--- src/rtl/icu_pkg.sv ---
`default_nettype none
// +----------------------------------------------------------------------+
// | icu_pkg : shared types and field positions for the MC14500B-style ICU |
// | rev 1.0                                                              |
// +----------------------------------------------------------------------+
package icu_pkg;

  localparam int OPCODE_WIDTH = 4;
  localparam int OPERAND_LSB  = 0;

  typedef enum logic [OPCODE_WIDTH-1:0] {
    OP_NOPO = 4'h0, OP_LD   = 4'h1, OP_LDC = 4'h2, OP_AND  = 4'h3,
    OP_ANDC = 4'h4, OP_OR   = 4'h5, OP_ORC = 4'h6, OP_XNOR = 4'h7,
    OP_STO  = 4'h8, OP_STOC = 4'h9, OP_IEN = 4'hA, OP_OEN  = 4'hB,
    OP_JMP  = 4'hC, OP_RTN  = 4'hD, OP_SKZ = 4'hE, OP_NOPF = 4'hF
  } opcode_t;

  typedef enum logic [1:0] {
    FETCH = 2'd0,
    READ  = 2'd1,
    EXEC  = 2'd2,
    WRITE = 2'd3
  } state_t;

  // The opcode sits directly above the operand address in the program word.
  function automatic int opcode_lsb(input int size_log);
    return size_log;
  endfunction

endpackage
`default_nettype wire

--- src/rtl/icu_logic_unit.sv ---
`default_nettype none
// +----------------------------------------------------------------------+
// | icu_logic_unit : result-register update for the load/logic opcodes   |
// | rev 1.0                                                              |
// +----------------------------------------------------------------------+
module icu_logic_unit
  import icu_pkg::*;
(
  input  logic [OPCODE_WIDTH-1:0] opcode,
  input  logic                    rr,
  input  logic                    d,
  output logic                    rr_next,
  output logic                    rr_we
);

  always_comb begin
    rr_next = rr;
    rr_we   = 1'b0;
    case (opcode_t'(opcode))
      OP_LD:   begin rr_next = d;           rr_we = 1'b1; end
      OP_LDC:  begin rr_next = ~d;          rr_we = 1'b1; end
      OP_AND:  begin rr_next = rr & d;      rr_we = 1'b1; end
      OP_ANDC: begin rr_next = rr & ~d;     rr_we = 1'b1; end
      OP_OR:   begin rr_next = rr | d;      rr_we = 1'b1; end
      OP_ORC:  begin rr_next = rr | ~d;     rr_we = 1'b1; end
      OP_XNOR: begin rr_next = ~(rr ^ d);   rr_we = 1'b1; end
      default: begin rr_next = rr;          rr_we = 1'b0; end
    endcase
  end

endmodule
`default_nettype wire

--- src/rtl/icu_core.sv ---
`default_nettype none
// +----------------------------------------------------------------------+
// | icu_core : fetch/read/exec/write sequencer of the 1-bit control unit |
// | rev 1.0                                                              |
// +----------------------------------------------------------------------+
module icu_core
  import icu_pkg::*;
#(
  parameter int SIZE_LOG = 8,
  parameter int PROG_LOG = 8
) (
  input  logic                       clock,
  input  logic                       reset,
  output logic [PROG_LOG-1:0]        pc,
  input  logic [SIZE_LOG+3:0]        instr,
  output logic [SIZE_LOG-1:0]        address,
  input  logic                       data_in,
  output logic                       data_out,
  output logic                       write,
  output logic                       rr,
  output logic                       ien,
  output logic                       oen,
  output logic                       jmp,
  output logic                       rtn,
  output logic                       flag_o,
  output logic                       flag_f
);

  localparam int OPC_LSB = opcode_lsb(SIZE_LOG);

  localparam logic [1:0] S_FETCH = FETCH;
  localparam logic [1:0] S_READ  = READ;
  localparam logic [1:0] S_EXEC  = EXEC;
  localparam logic [1:0] S_WRITE = WRITE;

  logic [1:0] state;
  opcode_t    op_q;
  logic       sample;
  logic       skip;

  opcode_t            instr_op;
  logic [SIZE_LOG-1:0] instr_addr;
  logic               d;
  logic               rr_next;
  logic               rr_we;

  assign instr_op   = opcode_t'(instr[OPC_LSB +: OPCODE_WIDTH]);
  assign instr_addr = instr[OPERAND_LSB +: SIZE_LOG];
  assign d          = sample & ien;

  icu_logic_unit u_logic_unit (
    .opcode  (op_q),
    .rr      (rr),
    .d       (d),
    .rr_next (rr_next),
    .rr_we   (rr_we)
  );

  always_ff @(posedge clock or posedge reset) begin
    if (reset) begin
      state    <= S_FETCH;
      pc       <= '0;
      op_q     <= OP_NOPO;
      address  <= '0;
      sample   <= 1'b0;
      skip     <= 1'b0;
      data_out <= 1'b0;
      write    <= 1'b0;
      rr       <= 1'b0;
      ien      <= 1'b0;
      oen      <= 1'b0;
      jmp      <= 1'b0;
      rtn      <= 1'b0;
      flag_o   <= 1'b0;
      flag_f   <= 1'b0;
    end else begin
      write  <= 1'b0;
      jmp    <= 1'b0;
      rtn    <= 1'b0;
      flag_o <= 1'b0;
      flag_f <= 1'b0;
      case (state)
        S_FETCH: begin
          op_q    <= instr_op;
          address <= instr_addr;
          pc      <= pc + PROG_LOG'(1);
          // RR cannot change during a store, so data_out is set up at fetch
          // and is already settled a full cycle before the strobe rises.
          if (!skip && (instr_op == OP_STO || instr_op == OP_STOC))
            data_out <= rr ^ (instr_op == OP_STOC);
          state   <= S_READ;
        end
        S_READ: begin
          sample <= data_in;
          state  <= S_EXEC;
        end
        S_EXEC: begin
          state <= S_FETCH;
          if (skip) begin
            skip <= 1'b0;
          end else begin
            if (rr_we)
              rr <= rr_next;
            case (op_q)
              OP_NOPO: flag_o <= 1'b1;
              OP_STO, OP_STOC: begin
                if (oen) begin
                  write <= 1'b1;
                  state <= S_WRITE;
                end
              end
              OP_IEN:  ien <= sample;
              OP_OEN:  oen <= sample;
              OP_JMP: begin
                pc  <= PROG_LOG'(address);
                jmp <= 1'b1;
              end
              OP_RTN: begin
                rtn  <= 1'b1;
                skip <= 1'b1;
              end
              OP_SKZ:  skip <= ~rr;
              OP_NOPF: flag_f <= 1'b1;
              default: ;
            endcase
          end
        end
        S_WRITE: state <= S_FETCH;
        default: state <= S_FETCH;
      endcase
    end
  end

endmodule
`default_nettype wire

--- config.mk ---
export PLATFORM = sky130hd
export DESIGN_NAME = icu_core
export DESIGN_NICKNAME = d
export VERILOG_FILES = /design/src/rtl/icu_pkg.sv /design/src/rtl/icu_logic_unit.sv /design/src/rtl/icu_core.sv
export SDC_FILE = /design/constraint.sdc
export NUM_CORES = 1
export LEC_CHECK = 0
export CAP_MARGIN = 30
export CORE_UTILIZATION = 34
export CTS_CLUSTER_SIZE = 40
export DETAILED_ROUTE_END_ITERATION = 12
export DONT_BUFFER_PORTS = 1
export PLACE_DENSITY_LB_ADDON = 0.25
export SLEW_MARGIN = 0
export SYNTH_ARGS = -nofsm -noshare
export SYNTH_HDL_FRONTEND = slang
export SYNTH_SLANG_ARGS = --single-unit
--- constraint.sdc ---
create_clock -name clock -period 2.8 [get_ports clock]
set_clock_uncertainty 0.15 [all_clocks]
set_input_delay 0.42 -clock clock [delete_from_list [all_inputs] [get_ports clock]]
set_output_delay 0.42 -clock clock [all_outputs]
set_load 0.005 [all_outputs]
After elaboration in Yosys (flattened, before gate mapping)
Index checks and enable logic that the tools add are counted.
{"block": "totals", "reg_bits": 33, "latch_bits": 0, "ram_bits": 0, "romBits": 0, "output_inout_bits": 25, "word_cells": 90, "mem_count": 0}
{"block": "classes", "addsub": 1, "mul": 0, "n_div": 0, "magnitude_cmp": 0, "n_eq_ne": 22, "shifts": 0, "muxes": 27, "n_bitwise": 11, "reduce_logical": 14}
{"op": "$eq A4 B4 Y1 const B", "n": 10}
{"op": "$mux W1", "n": 18}
{"op": "$eq A4 B3 Y1 const B", "n": 4}
{"op": "$mux W8", "n": 2}
{"op": "$pmux W8 S2", "n": 1}
{"op": "$reduce_and A3 Y1", "n": 3}
{"op": "$add A8 B1 Y8 const B", "n": 1}
{"op": "$eq A4 B2 Y1 const B", "n": 2}
{"op": "$pmux W2 S4", "n": 1}
{"op": "$pmux W1 S7", "n": 1}
{"op": "$reduce_bool A7 Y1", "n": 1}
{"op": "$reduce_or A7 Y1", "n": 1}
{"op": "$mux W2", "n": 3}
{"op": "$eq A2 B2 Y1 const B", "n": 2}
{"op": "$eq A4 B1 Y1 const B", "n": 1}
{"op": "$logic_not A4 Y1", "n": 1}
{"op": "$not A1 Y1", "n": 4}
{"op": "$reduce_and A4 Y1", "n": 1}
{"op": "$and A1 B1 Y1", "n": 3}
{"op": "$eq A2 B1 Y1 const B", "n": 1}
{"op": "$logic_not A2 Y1", "n": 1}
{"op": "$ne A2 B1 Y1 const B", "n": 1}
{"op": "$ne A2 B2 Y1 const B", "n": 1}
{"op": "$or A1 B1 Y1", "n": 2}
{"op": "other kinds (8)", "n": 9}

Depth between registers and ports, before layout
{"block": "logic_depth", "ltp_word": 5, "ltp_mapped": 6, "ltp_nobuf": 5}

Modules after synthesis
A second synthesis with hierarchy kept.
{"block": "unflattened", "cells_unflattened": 142, "hier_area_um2": 1545.2}
{"module": "icu_core", "n_inst": 1, "cells_per_inst": 131, "area_per_inst_um2": 1473.9}
{"module": "icu_logic_unit", "n_inst": 1, "cells_per_inst": 11, "area_per_inst_um2": 71.3}

Worst setup path after synthesis
OpenSTA, ideal clock, no wires.
{"block": "synth_path", "path_type": "reg2reg", "from": "reg state[1]", "to": "reg address[1]", "setup_time_ns": 0.125, "t_arrival_ns": 1.290, "required_time_ns": 2.525, "setup_slack_ns": 1.235, "stages_incl_launch_ff": 4, "path_cell_list": "dfrtp_1 nor2_1 buf_4 mux2_2"}
{"block": "synth_between", "elab_chain_len": 1}
{"item": "start, declared", "line_no": "icu_core.sv:36", "rtl": "logic [1:0] state;"}
{"item": "start signal, assigned", "line_no": "icu_core.sv:61", "rtl": "state <= S_FETCH;"}
{"item": "start signal, assigned", "line_no": "icu_core.sv:91", "rtl": "state <= S_READ;"}
{"item": "start signal, assigned", "line_no": "icu_core.sv:95", "rtl": "state <= S_EXEC;"}
{"item": "$logic_not A2 Y1", "line_no": "icu_core.sv:82", "rtl": "case (state)"}
{"item": "end signal, assigned", "line_no": "icu_core.sv:85", "rtl": "address <= instr_addr;"}
{"item": "end, declared", "line_no": "icu_core.sv:16", "rtl": "output logic [SIZE_LOG-1:0] address,"}
Every way passes these cells.
A chain may end at the register's enable or synchronous reset.

Worst setup path after layout
{"block": "layout_path", "from": "reg state[0]", "to": "reg rr"}
{"block": "layout_between", "elab_chain_len": 2}
{"item": "$eq A2 B2 Y1", "line_no": "icu_core.sv:82"}
{"item": "$reduce_and A4 Y1 (no line)"}
{"item": "end signal, assigned", "line_no": "icu_core.sv:103", "rtl": "rr <= rr_next;"}
{"item": "end, declared", "line_no": "icu_core.sv:20", "rtl": "output logic rr,"}
Every way passes these cells.

==> out/qor.log <==
[final_layout] area delta synth->final 8.55%
[final_layout] Total Nets Final 158
[floorplanning] ports placed on the boundary 40
[pwr] overall power 0.00205 W
[synth] unique cell type count in the Yosys netlist 33
[synth] sequential element share of the synthesized area 0.542
[grt] maximum number of pins on one net before global-route repair 34
[synth] number of synthesized flops with an enable pin 0
[pwr] maximum VDD drop 0.379 mV
[sta] post-route clock period utilization 0.739
[drt] total wirelength of the detailed-routed design 3280 um
[drt] first-pass iteration count of the detailed router 4
[sta] Min Hold Slack 0.128 ns
[sta] number of hold violations in the final report 0
[synth] Synth top cells by count dfrtp_1 (33), mux2_2 (15), nand2_1 (10)
[synth] biggest area contributors in the synthesized netlist dfrtp_1 (54%), mux2_2 (11%), a21oi_1 (3.0%)
[synth] fraction of the mapped netlist area in compound gates 0.137
[critical_path] worst r2r path cells 4
[sta] Worst Tran Pin Value 0.681 ns
[critical_path] Register-to-Register Setup Slack 0.73 ns
[sta] Final TNS setup 0 ns
[synth] xor/xnor cell area share of the yosys netlist 0.0115
[critical_path] critical path data arrival time 2.14 ns
[flow_run] # Max-Cap Violations 0
[grt] global-route wire length before repair 5270 um
[sta] upper clock frequency limit 483 MHz
[critical_path] critical path cell sequence nand2b_1 -> or3_1 -> a311oi_1 -> o22a_1
[drt] wire length on met2 1530 um
[floorplanning] starting density of the core 0.367
[floorplanning] die width 68.9 um
[synth] top-area cell type share of the netlist area 0.542
[synth] Seq cells post-synth 33
[cts] insertion delay to the later sink of the worst-skew pair 0.29 ns
[cts] clock tree from TritonCTS done
[floorplanning] placement row count 23
[drt] routed len/inst 17.1 um
[placement] Post-DP HPWL 2320 um
[final_layout] post-layout instance area 1650 um^2
[drt] via total after detailed routing 1086
[min_path] instance count along the most critical hold path 1
[pwr] Static Leakage 0.691 nW
[cts] clock transition at the registers of the reported paths 0.07 ns
[critical_path] worst reg2reg path endpoint rr
[synth] Synth Warn # 0
[synth] simple-gate area share of the yosys netlist 0.147
[placement] standard cell area after detailed placement 1560 um^2
[floorplanning] Die Area 4750 um^2
[synth] Async S/R FF share, synth 1.00
[drt] DRT iter0 DRCs 63
[drt] met1 wire length 1460 um
[sta] endpoints failing setup 0
[cts] htree depth 2
[pwr] Cell Pwr Density 1240 nW/um^2
[cts] Post-CTS Setup Inserts 0
[floorplanning] core area 4140 um^2
[synth] number of nets in the synthesized netlist 156
[final_layout] Filler cells 419
[grt] initial antenna violation count 0
[synth] library cell occupying the most area in the post-synthesis netlist dfrtp_1
[critical_path] Worst path top cell family by delay simple AND/OR/NAND/NOR gates
[synth] cell with the most instances after synthesis dfrtp_1
[grt] number of global-route vias before repair 1078
[placement] count of input and output buffers 0
[drt] post-DR vias/cell 5.66
[cts] CTS Buf Count 5
[drt] number of remaining DRC errors 0
[cts] Clock Tree Root clkbuf_8
[cts] PostCTS Resize Cnt 0
[synth] largest family of logic cells by synthesized area simple AND/OR/NAND/NOR gates
[critical_path] classification of the worst setup path flip-flop to flip-flop
[synth] mean instance size in the synthesized netlist 10.9 um^2
[critical_path] buffer and inverter count on the worst path 0
[min_path] worst min-delay path endpoint sample
[synth] Synth Cell Area 1520 um^2
[min_path] class of the tightest hold or removal check input pin to flip-flop
[drt] met3 layer wire length in the routed design 237 um
[sta] minimum period implied by the final worst setup slack 2.07 ns
[floorplanning] Chip Height 68.9 um
[outcome] status finished, final reports clean
[cts] clk sink count 33
[critical_path] maximum single-stage delay on the critical path 0.50 ns
[critical_path] Crit Reg-Reg Startpoint state[0]
[synth] adder-cell share of the synthesized area 0.00822
[critical_path] nature of the critical path startpoint flip-flop
[min_path] hold path startpoint data_in
[grt] all-layer global routing usage 0.159
[sta] relative max-transition margin 0.546
[sta] fin. max-slew vios 0
[critical_path] Crit-path slowest cell or3_1
[critical_path] WP data required 2.87 ns
[grt] remaining global-route overflow 0
[drt] number of nets with antenna violations after detailed routing 0
[final_layout] end-of-flow core utilization 0.399
[final_layout] Antenna diodes 0
[critical_path] Max FO, Critical Path 20
[drt] Highest Signal Layer met4
[sta] RSZ-0062 raised after global routing no
[synth] multiplexer share of the synthesized area 0.118
[final_layout] share of cells above drive strength 1 0.169
[synth] Synth Flop Type dfrtp_1
[placement] global placement routability congestion 0.789
[cts] Max Root-Sink Buffers 2
[synth] Cells after Synth 140
[critical_path] endpoint kind of the worst setup timing path flip-flop
state kept, by name, indices dropped and copies added, names as in the netlist, 2 cells and up:
signal,cells
address,8
op_q,4
state,2
pc,8
layout by cell type, fill, tap and decap left out, types with 3 or more instances in the layout:
master / instances
nand3_1: 6
o21ai_0: 9
nor2_1: 6
nor3_1: 3
dfrtp_1: 33
clkbuf_8: 6
a31oi_1: 5
a21oi_1: 9
nand2b_1: 5
nand2_1: 10
inv_1: 3
mux2_2: 15
nor4_1: 4
worst max path at each step:
stage              from    endpoint  slack (ns)  cells past startpoint
2_1_floorplan  state[1]  address[1]        1.23                      3
3_3_place_gp   state[0]          rr        0.86                      4
3_5_place_dp   state[0]          rr        0.76                      4
4_1_cts        state[0]          rr        0.72                      4
5_1_grt        state[0]          rr        0.60                      4
6_report       state[0]          rr        0.73                      4
per-stage QoR:
step,cells,setup WS [ns]
final,192,0.730
after global routing,192,0.599
after CTS,192,0.716
after detailed placement,184,0.761
after global placement,184,0.857
after floorplan,140,1.23
cells by family (layout without fill, tap and decap cells):
| kind of cell | after synthesis | count (layout) |
|---|---|---|
| buffers and inverters | 11 | 13 |
| and+or+nand+nor | 43 | 43 |
| adders and majority gates | 1 | 1 |
| AOI/OAI and AO/OA | 34 | 34 |
| xor gates and xnor gates | 2 | 2 |
| muxes | 16 | 16 |
| DFF | 33 | 33 |
layout make-up:
class	instances	area (um^2)	area share
Sequential cell	33	826	0.500
Multi-Input combinational cell	96	642	0.388
Clock buffer	7	86.3	0.0522
Tap cell	50	62.6	0.0379
Timing Repair Buffer	3	25.0	0.0151
Inverter	3	11.3	0.00681
routing by layer:
layer / global-route usage / vias to the layer above
met4: 0.0663 / 0
met5: 0 / -
met2: 0.234 / 35
li1: - / 514
met1: 0.197 / 532
met3: 0.0757 / 5
power by group:
part / total (W) / internal, W / leakage, nW / switching (W)
Sequential: 0.000984 / 0.000682 / 0.400 / 0.000301
Clock: 0.000363 / 0.000195 / 0.0443 / 0.000168
Combinational: 0.000706 / 0.000353 / 0.247 / 0.000353
what timing repair did:
action	4_1_cts	5_1_grt
hold buffers	1	0
hold endpoints to repair	33	0
endpoints found under the setup margin	0	0
Power figures use the tool's default switching activity.
